$ cat src/rtl/demux_dispatch_ctrl.sv
// -----------------------------------------------------------------------------
// demux_dispatch_ctrl
//
// Credit-based dispatch controller sitting in front of a 1:4 demultiplexer.
// An upstream word is accepted when the credit counter of its target channel
// is non-zero; the accepted word, its channel select and a one-hot valid are
// registered towards the demux one cycle later. Each channel returns credits
// through single-cycle pulses on credit_return. Returning a credit to a channel
// that is already full is dropped and flagged on the sticky err_ovf output.
//
// Optional feature (macro DISPATCH_ROUND_ROBIN_EN):
//   defined   : the target channel comes from an internal 2-bit round-robin
//               pointer that advances on every accept; in_dest is ignored and
//               the block stalls on an empty channel rather than skipping it.
//   undefined : the target channel is in_dest.
//
// Parameters
//   N        data width in bits
//   CREDITS  per-channel credit depth, 1..15
//
// Ports
//   clk            clock, rising edge
//   rst_n          asynchronous active-low reset
//   in_data        upstream data word
//   in_dest        requested destination channel 0..3
//   in_valid       upstream word valid
//   in_ready       block can accept a word this cycle (combinational)
//   out_a          registered data to the demux data input
//   out_s          registered select to the demux select input
//   out_valid      registered one-hot qualifier for demux outputs z0..z3
//   credit_return  per-channel one-cycle credit return pulses
//   xfer_cnt       wrapping count of accepted words
//   err_ovf        sticky credit-overflow flag
// -----------------------------------------------------------------------------
module demux_dispatch_ctrl #(
    parameter int N       = 8,
    parameter int CREDITS = 4
) (
    input  logic         clk,
    input  logic         rst_n,
    input  logic [N-1:0] in_data,
    input  logic [1:0]   in_dest,
    input  logic         in_valid,
    output logic         in_ready,
    output logic [N-1:0] out_a,
    output logic [1:0]   out_s,
    output logic [3:0]   out_valid,
    input  logic [3:0]   credit_return,
    output logic [15:0]  xfer_cnt,
    output logic         err_ovf
);

    localparam logic [3:0] CREDIT_MAX = 4'(CREDITS);

    logic [3:0][3:0] credit_q;
    logic [3:0][3:0] credit_d;
    logic [N-1:0]    out_a_q;
    logic [N-1:0]    out_a_d;
    logic [1:0]      out_s_q;
    logic [1:0]      out_s_d;
    logic [3:0]      out_valid_q;
    logic [3:0]      out_valid_d;
    logic [15:0]     xfer_cnt_q;
    logic [15:0]     xfer_cnt_d;
    logic            err_ovf_q;
    logic            err_ovf_d;

    logic [1:0]      sel_s;
    logic            in_ready_s;
    logic            accept_s;
    logic [3:0]      take_s;
    logic            ovf_hit_s;

`ifdef DISPATCH_ROUND_ROBIN_EN
    logic [1:0]      ptr_q;
    logic [1:0]      ptr_d;

    assign sel_s = ptr_q;

    // Round-robin pointer next state: step once per accept, natural 2-bit wrap.
    always_comb begin
        ptr_d = ptr_q;
        if (accept_s) begin
            ptr_d = ptr_q + 2'd1;
        end else begin
            ptr_d = ptr_q;
        end
    end

    // Round-robin pointer register.
    always_ff @(posedge clk or negedge rst_n) begin
        if (!rst_n) begin
            ptr_q <= 2'd0;
        end else begin
            ptr_q <= ptr_d;
        end
    end
`else
    assign sel_s = in_dest;
`endif

    assign in_ready_s = (credit_q[sel_s] != 4'd0);
    assign in_ready   = in_ready_s;
    assign accept_s   = in_valid & in_ready_s;
    // One-hot of the channel consuming a credit this cycle (zero when idle).
    assign take_s     = accept_s ? (4'b0001 << sel_s) : 4'b0000;

    // Per-channel credit update. A return and a take on the same channel cancel,
    // so a full channel that is also being consumed does not count as overflow.
    always_comb begin
        credit_d  = credit_q;
        ovf_hit_s = 1'b0;
        for (int k = 0; k < 4; k++) begin
            if (credit_return[k] && take_s[k]) begin
                credit_d[k] = credit_q[k];
            end else if (take_s[k]) begin
                credit_d[k] = credit_q[k] - 4'd1;
            end else if (credit_return[k]) begin
                if (credit_q[k] == CREDIT_MAX) begin
                    credit_d[k] = credit_q[k];
                    ovf_hit_s   = 1'b1;
                end else begin
                    credit_d[k] = credit_q[k] + 4'd1;
                end
            end else begin
                credit_d[k] = credit_q[k];
            end
        end
    end

    // Output path next state: capture on accept, otherwise hold data/select
    // and drop the valid qualifier.
    always_comb begin
        out_a_d     = out_a_q;
        out_s_d     = out_s_q;
        out_valid_d = 4'b0000;
        xfer_cnt_d  = xfer_cnt_q;
        err_ovf_d   = err_ovf_q | ovf_hit_s;
        if (accept_s) begin
            out_a_d     = in_data;
            out_s_d     = sel_s;
            out_valid_d = take_s;
            xfer_cnt_d  = xfer_cnt_q + 16'd1;
        end else begin
            out_a_d     = out_a_q;
            out_s_d     = out_s_q;
            out_valid_d = 4'b0000;
            xfer_cnt_d  = xfer_cnt_q;
        end
    end

    // State and output registers.
    always_ff @(posedge clk or negedge rst_n) begin
        if (!rst_n) begin
            credit_q    <= {4{CREDIT_MAX}};
            out_a_q     <= {N{1'b0}};
            out_s_q     <= 2'd0;
            out_valid_q <= 4'b0000;
            xfer_cnt_q  <= 16'd0;
            err_ovf_q   <= 1'b0;
        end else begin
            credit_q    <= credit_d;
            out_a_q     <= out_a_d;
            out_s_q     <= out_s_d;
            out_valid_q <= out_valid_d;
            xfer_cnt_q  <= xfer_cnt_d;
            err_ovf_q   <= err_ovf_d;
        end
    end

    assign out_a     = out_a_q;
    assign out_s     = out_s_q;
    assign out_valid = out_valid_q;
    assign xfer_cnt  = xfer_cnt_q;
    assign err_ovf   = err_ovf_q;

endmodule

$ cat config.mk
export PLATFORM = sky130hd
export DESIGN_NAME = demux_dispatch_ctrl
export DESIGN_NICKNAME = d
export VERILOG_FILES = /design/src/rtl/demux_dispatch_ctrl.sv
export SDC_FILE = /design/constraint.sdc
export NUM_CORES = 1
export LEC_CHECK = 0
export BUFFER_PORTS_ARGS = -buffer_cell sky130_fd_sc_hd__buf_2
export CORE_UTILIZATION = 46
export CTS_BUF_LIST = sky130_fd_sc_hd__clkbuf_4 sky130_fd_sc_hd__clkbuf_8
export DETAILED_ROUTE_END_ITERATION = 8
export GPL_TIMING_DRIVEN = 1
export PLACE_DENSITY = 0.71
export SLEW_MARGIN = 30
export SYNTH_ARGS = -nofsm -noshare
export SYNTH_HDL_FRONTEND = slang
export SYNTH_SLANG_ARGS = --single-unit
$ cat constraint.sdc
create_clock -name clk -period 2.7 [get_ports clk]
set_input_delay 0.135 -clock clk [delete_from_list [all_inputs] [get_ports clk]]
set_output_delay 0.135 -clock clk [all_outputs]
set_load 0.03 [all_outputs]
# Word-level counts from Yosys, hierarchy flattened
# Cells that the tools add are included.
dict set report totals {
  inputBits 17
  ff_bits 47
  out_inout_bits 32
}
dict set report op_classes {
  shift 1
  reduce_logical 13
  add_sub_neg 9
  bitwise_logic 6
  n_lt_le_gt_ge 1
  n_mux 32
  n_eq_ne 8
}
# op count
set op_table {}
lappend op_table {{2-to-1 mux 4 bit} 15}
lappend op_table {{adder 16 x 1 -> 16 bit (second input constant)} 1}
lappend op_table {{adder 4 x 1 -> 4 bit (second input constant)} 4}
lappend op_table {{equality test 4 x 3 -> 1 bit (second input constant)} 4}
lappend op_table {{2-to-1 mux 1 bit} 16}
lappend op_table {{subtractor 4 x 1 -> 4 bit (second input constant)} 4}
lappend op_table {{AND reduction 3 bit} 4}
lappend op_table {{binary-select mux 4 bit (select 2 bit)} 1}
lappend op_table {{inequality test 2 bit (second input constant)} 4}
lappend op_table {{nonzero test 2 bit} 4}
lappend op_table {{logical AND 1 bit} 4}
lappend op_table {{NOT 1 bit} 4}
lappend op_table {{nonzero test 4 bit} 1}
lappend op_table {{<< shifter 1 x 2 -> 4 bit (first input constant)} 1}
lappend op_table {{< comparator 2 x 3 -> 1 bit (second input constant)} 1}
lappend op_table {{bitwise AND 1 bit} 1}
lappend op_table {{OR 1 bit} 1}

# Logic depth before layout (Yosys ltp)
dict set report logic_depth {
  depth_word 20
  ltp_mapped 13
  ltp_nobuf 11
}

# Least setup slack after synthesis
# No wires, ideal clock.
dict set report synth_timing {
  path_type {flip-flop to flip-flop}
  startpoint {register credit_q[5] (netlist name)}
  endpoint {register credit_q[7] (netlist name)}
  stages_incl_launch_ff 13
  arrival_time_ps 2446
  required_time_ps 2621
  period_less_slack_ps 2526
  path_slack_ps 174
  cell_sequence {dfrtp_1 -> nor4_4 -> o22ai_2 -> o21a_1 -> buf_2 -> nand2b_1 -> inv_1 -> ha_1 -> a21o_1 -> a21oi_1 -> nand2b_1 -> o32ai_1 -> xor2_1}
}
dict set report synth_between {
  elab_chain_cells 8
  elab_cells_between_ends 16
}
# item line_no
set synth_rtl {}
lappend synth_rtl {{start, declared} 55} ;# logic [3:0][3:0] credit_q;
lappend synth_rtl {{start signal, assigned} 155} ;# credit_q <= {4{CREDIT_MAX}};
lappend synth_rtl {{start signal, assigned} 162} ;# credit_q <= credit_d;
lappend synth_rtl {{branches (longest 8 deep; another with binary-select mux 4 bit (select 2 bit))} --}
# Parallel ways; which one is timed is not known. The select of a mux whose other input is x is not followed.
# A chain may end at the register's enable or synchronous reset.

# Worst setup path in the final report
dict set report layout_timing {
  startpoint {register credit_q[4] (netlist name)}
  endpoint {register credit_q[7] (netlist name)}
}
# Same word-level chain as after synthesis.

==> metrics.log <==
INFO  metric cts_post_setup_buffers_inserted = 0
INFO  metric tritoncts = done
INFO  metric synth_top_family_by_area = simple AND/OR/NAND/NOR gates
INFO  metric synth_compound_gate_area_share = 11.7%
INFO  metric mappedNetlistArea = 0.00262 mm²
INFO  metric grt_pass1_wl = 9.00 mm
INFO  metric io_pins = 49
INFO  metric synth_flop_cell = dfrtp_1
INFO  metric design.core.area = 0.00551 mm²
INFO  metric grt_antenna_before_repair = 0
INFO  metric wirelength = 5.37 mm
INFO  metric final.min_clock_period = 2630 ps
INFO  metric finalClockSkew = 5.55 ps
INFO  metric synth_enable_flop_cells = 0
INFO  metric route.detailed.wl_per_inst = 14.1 µm
INFO  metric die_area = 0.00600 mm²
INFO  metric place_congestion = 0.846
INFO  metric numPortBuffers = 48
INFO  metric gr-max-usage-layer = met2
INFO  metric timing.final.ws_setup = 71.6 ps
INFO  metric xor_xnor_portion_of_the_synthesized_cell_area = 8.70%
INFO  metric globalRoute.totalOverflow = 0
INFO  metric crit_arrival = 2860 ps
INFO  metric min_period_over_period = 97.3%
INFO  metric use_met2 = 29.4%
INFO  metric totalNegativeSetupSlack = 0 ps
INFO  metric insertedDiodeCount = 0
INFO  metric cellPowerDensity = 951 mW/mm²
INFO  metric core.rowCount = 27
INFO  metric n_fill_cell = 486
INFO  metric cts.sinks = 47
INFO  metric drive_above_1_share = 27.7%
INFO  metric timing.final.setup_violations = 0
INFO  metric dp_slack = 124 ps
INFO  metric synth_nets = 283
INFO  metric cts-root-to-sink-buffers = 2
INFO  metric max_cap_violations = 0
INFO  metric status = finished, final reports clean
INFO  metric grtUsageMet1 = 25.6%
INFO  metric cts.clk_slew.worst_paths = 90 ps
INFO  metric insertion_delay = 300 ps
INFO  metric area_growth_syn_to_layout = 19.4%
INFO  metric groute.layer.met3.usage = 4.35%
INFO  metric setup.worst_path.end_class = register
INFO  metric hold_viol = 0
INFO  metric synth_fa_ha_area_share = 7.36%
INFO  metric post-dp-hpwl = 3.92 mm
INFO  metric synth_seq_area_share = 45.1%
INFO  metric synthDistinctLibCells = 46
INFO  metric num_vias = 2017
INFO  metric fmax = 380 MHz
INFO  metric grt_start_max_net_pins = 48
INFO  metric tightest_slew = 608 ps
INFO  metric htreeDepth = 2
INFO  metric detail_route.drc_violations = 0
INFO  metric finalMaxSlewViolations = 0
INFO  metric hold_path_class = input pin to register
INFO  metric final_antenna_net_count = 0
INFO  metric initial_utilization = 47.6%
INFO  metric cp_data_required_time = 2930 ps
INFO  metric total_leakage_power = 1.58 nW
INFO  metric setup.worst_path.class = register to register
INFO  metric route.detailed.vias_per_inst = 5.28
INFO  metric synth-seq-cells = 47
INFO  metric design.final.nets = 339
INFO  metric drtPass1Iterations = 4
INFO  metric worst_setup_path_start_kind = register
INFO  metric vdd_ir_drop_max = 0.429 mV
INFO  metric die_width = 77.5 µm
INFO  metric cts_root_buffer = clkbuf_8
INFO  metric grt_use_total = 18.9%
INFO  metric synth.mux.area_fraction = 4.83%
INFO  metric post_synth.cell_area_avg = 10.4 µm²
INFO  metric numCtsBuffers = 5
INFO  metric yosysWarningCount = 0
INFO  metric worst_slew_margin_rel = 59.5%
INFO  metric largest_fanout_on_the_critical_path = 4
INFO  metric grt_pass1_vias = 1909
INFO  metric dr.first_iter.drc_count = 124
INFO  metric post_synth_arst_share = 100%
INFO  metric synth_simple_gate_area_share = 18.6%
INFO  metric fp.dieH = 77.5 µm
INFO  metric number_of_instances_in_the_synthesized_netlist = 253
worst paths after layout:
path,start,end,slack (ps),cells after the start
max,credit_q[4],credit_q[7],70,11
min,in_data[1],out_a[1],10,3
max reg2reg,credit_q[4],credit_q[7],70,11
min reg2reg,out_a[1],out_a[1],480,2
max in group asynchronous,rst_n,credit_q[12],1910,2
min in group asynchronous,rst_n,credit_q[4],380,2
routing by layer:
layer	up-vias	wire length, µm
met1	975	2530
li1	994	-
met3	9	176
met5	-	0
met4	0	77
met2	39	2590
registers in the layout, indices dropped and copies added, names as in the netlist:
| register | count |
|---|---|
| out_a | 8 |
| xfer_cnt | 16 |
| out_valid | 4 |
| err_ovf | 1 |
| out_s | 2 |
| credit_q | 16 |
worst max-delay path, stage by stage (launching register included):
cell and delay, ps:
dfrtp_1 460, nor4_4 350, o22ai_2 110, o21a_1 210
nand2b_1 110, inv_1 80, ha_1 270, a21o_1 190
a21oi_2 200, nand2b_1 120, o32ai_2 290, xor2_1 170
Yosys cell counts, drive strengths merged (2+ instances only):
master | instances | share of area, %
o21a | 2 | 0.57
dfrtp | 43 | 41
ha | 9 | 4.3
nor2 | 7 | 1.0
buf | 6 | 1.1
nor3 | 8 | 1.5
xnor2 | 14 | 4.7
or2 | 2 | 0.48
a21o | 7 | 2.0
nand4 | 8 | 1.9
nand2 | 42 | 6.0
a21oi | 2 | 0.38
clkbuf | 2 | 0.29
o22ai | 7 | 2.1
nand2b | 5 | 1.3
dfstp | 4 | 4.0
mux2 | 5 | 2.1
mux2i | 7 | 2.7
nand3 | 6 | 1.1
fa | 4 | 3.1
and3 | 6 | 1.4
or3 | 2 | 0.48
nor4 | 5 | 2.5
o21ai | 8 | 2.5
o31ai | 5 | 2.0
inv | 16 | 2.3
xor2 | 12 | 4.0
layout make-up:
class / count / area (µm²) / share of cell area (%)
clock inverter: 2 / 38.8 / 1.24
multi-input combinational: 182 / 1360 / 43.5
tap: 72 / 90.1 / 2.88
clock buffer: 6 / 82.6 / 2.64
sequential: 47 / 1180 / 37.8
inverter: 16 / 60.1 / 1.92
timing repair buffer: 57 / 313 / 10.0
stage by stage:
step	util [%]	power (mW)	cell area (µm²)	hold slack, ps	cells
4_1_cts	56.4	2.97	3110	6.58	382
5_1_grt	56.8	3.19	3130	11.3	382
3_3_place_gp	54.0	2.36	2970	324	373
2_1_floorplan	-	2.07	2620	-161	253
3_5_place_dp	54.0	2.41	2970	187	373
6_report	56.8	2.97	3130	13.8	382
cell families after synthesis:
family | Yosys count
AOI/OAI and AO/OA | 37
xor gates and xnor gates | 26
adders and majority gates | 13
buffers and inverters | 24
DFF | 47
muxes | 12
and+or+nand+nor | 94
what timing repair did:
item / in CTS / in global routing
endpoints found under the setup margin: 0 / 1
gates resized for setup: 0 / 3
endpoints found under the hold margin: 43 / 0
hold buffers: 1 / 0
layout by cell type, fill, tap and decap left out, types with 2 or more instances in the layout:
cell type   n
a21o_1      7
and3_1      6
buf_2      47
buf_4       9
clkbuf_8    6
dfrtp_1    43
dfstp_2     4
fa_1        4
ha_1        9
inv_1      16
mux2_1      3
mux2_2      2
mux2i_1     7
nand2_1    42
nand2b_1    4
nand3_1     6
nand4_1     8
nor2_1      7
nor3_1      8
nor4_2      2
nor4_4      2
o21a_1      2
o21ai_1     2
o21ai_2     4
o22ai_1     5
o22ai_2     2
o31ai_1     4
or3_1       2
xnor2_1    14
xor2_1     12
where the power goes:
| group | switching, mW | internal, mW | leakage, nW | total, mW |
|---|---|---|---|---|
| Clock | 0.249 | 0.305 | 0.0618 | 0.554 |
| Combinational | 0.701 | 0.504 | 0.943 | 1.20 |
| Sequential | 0.273 | 0.942 | 0.573 | 1.21 |
| Total | 1.22 | 1.75 | 1.58 | 2.97 |
Note: power is estimated with default switching activity, not from simulation.
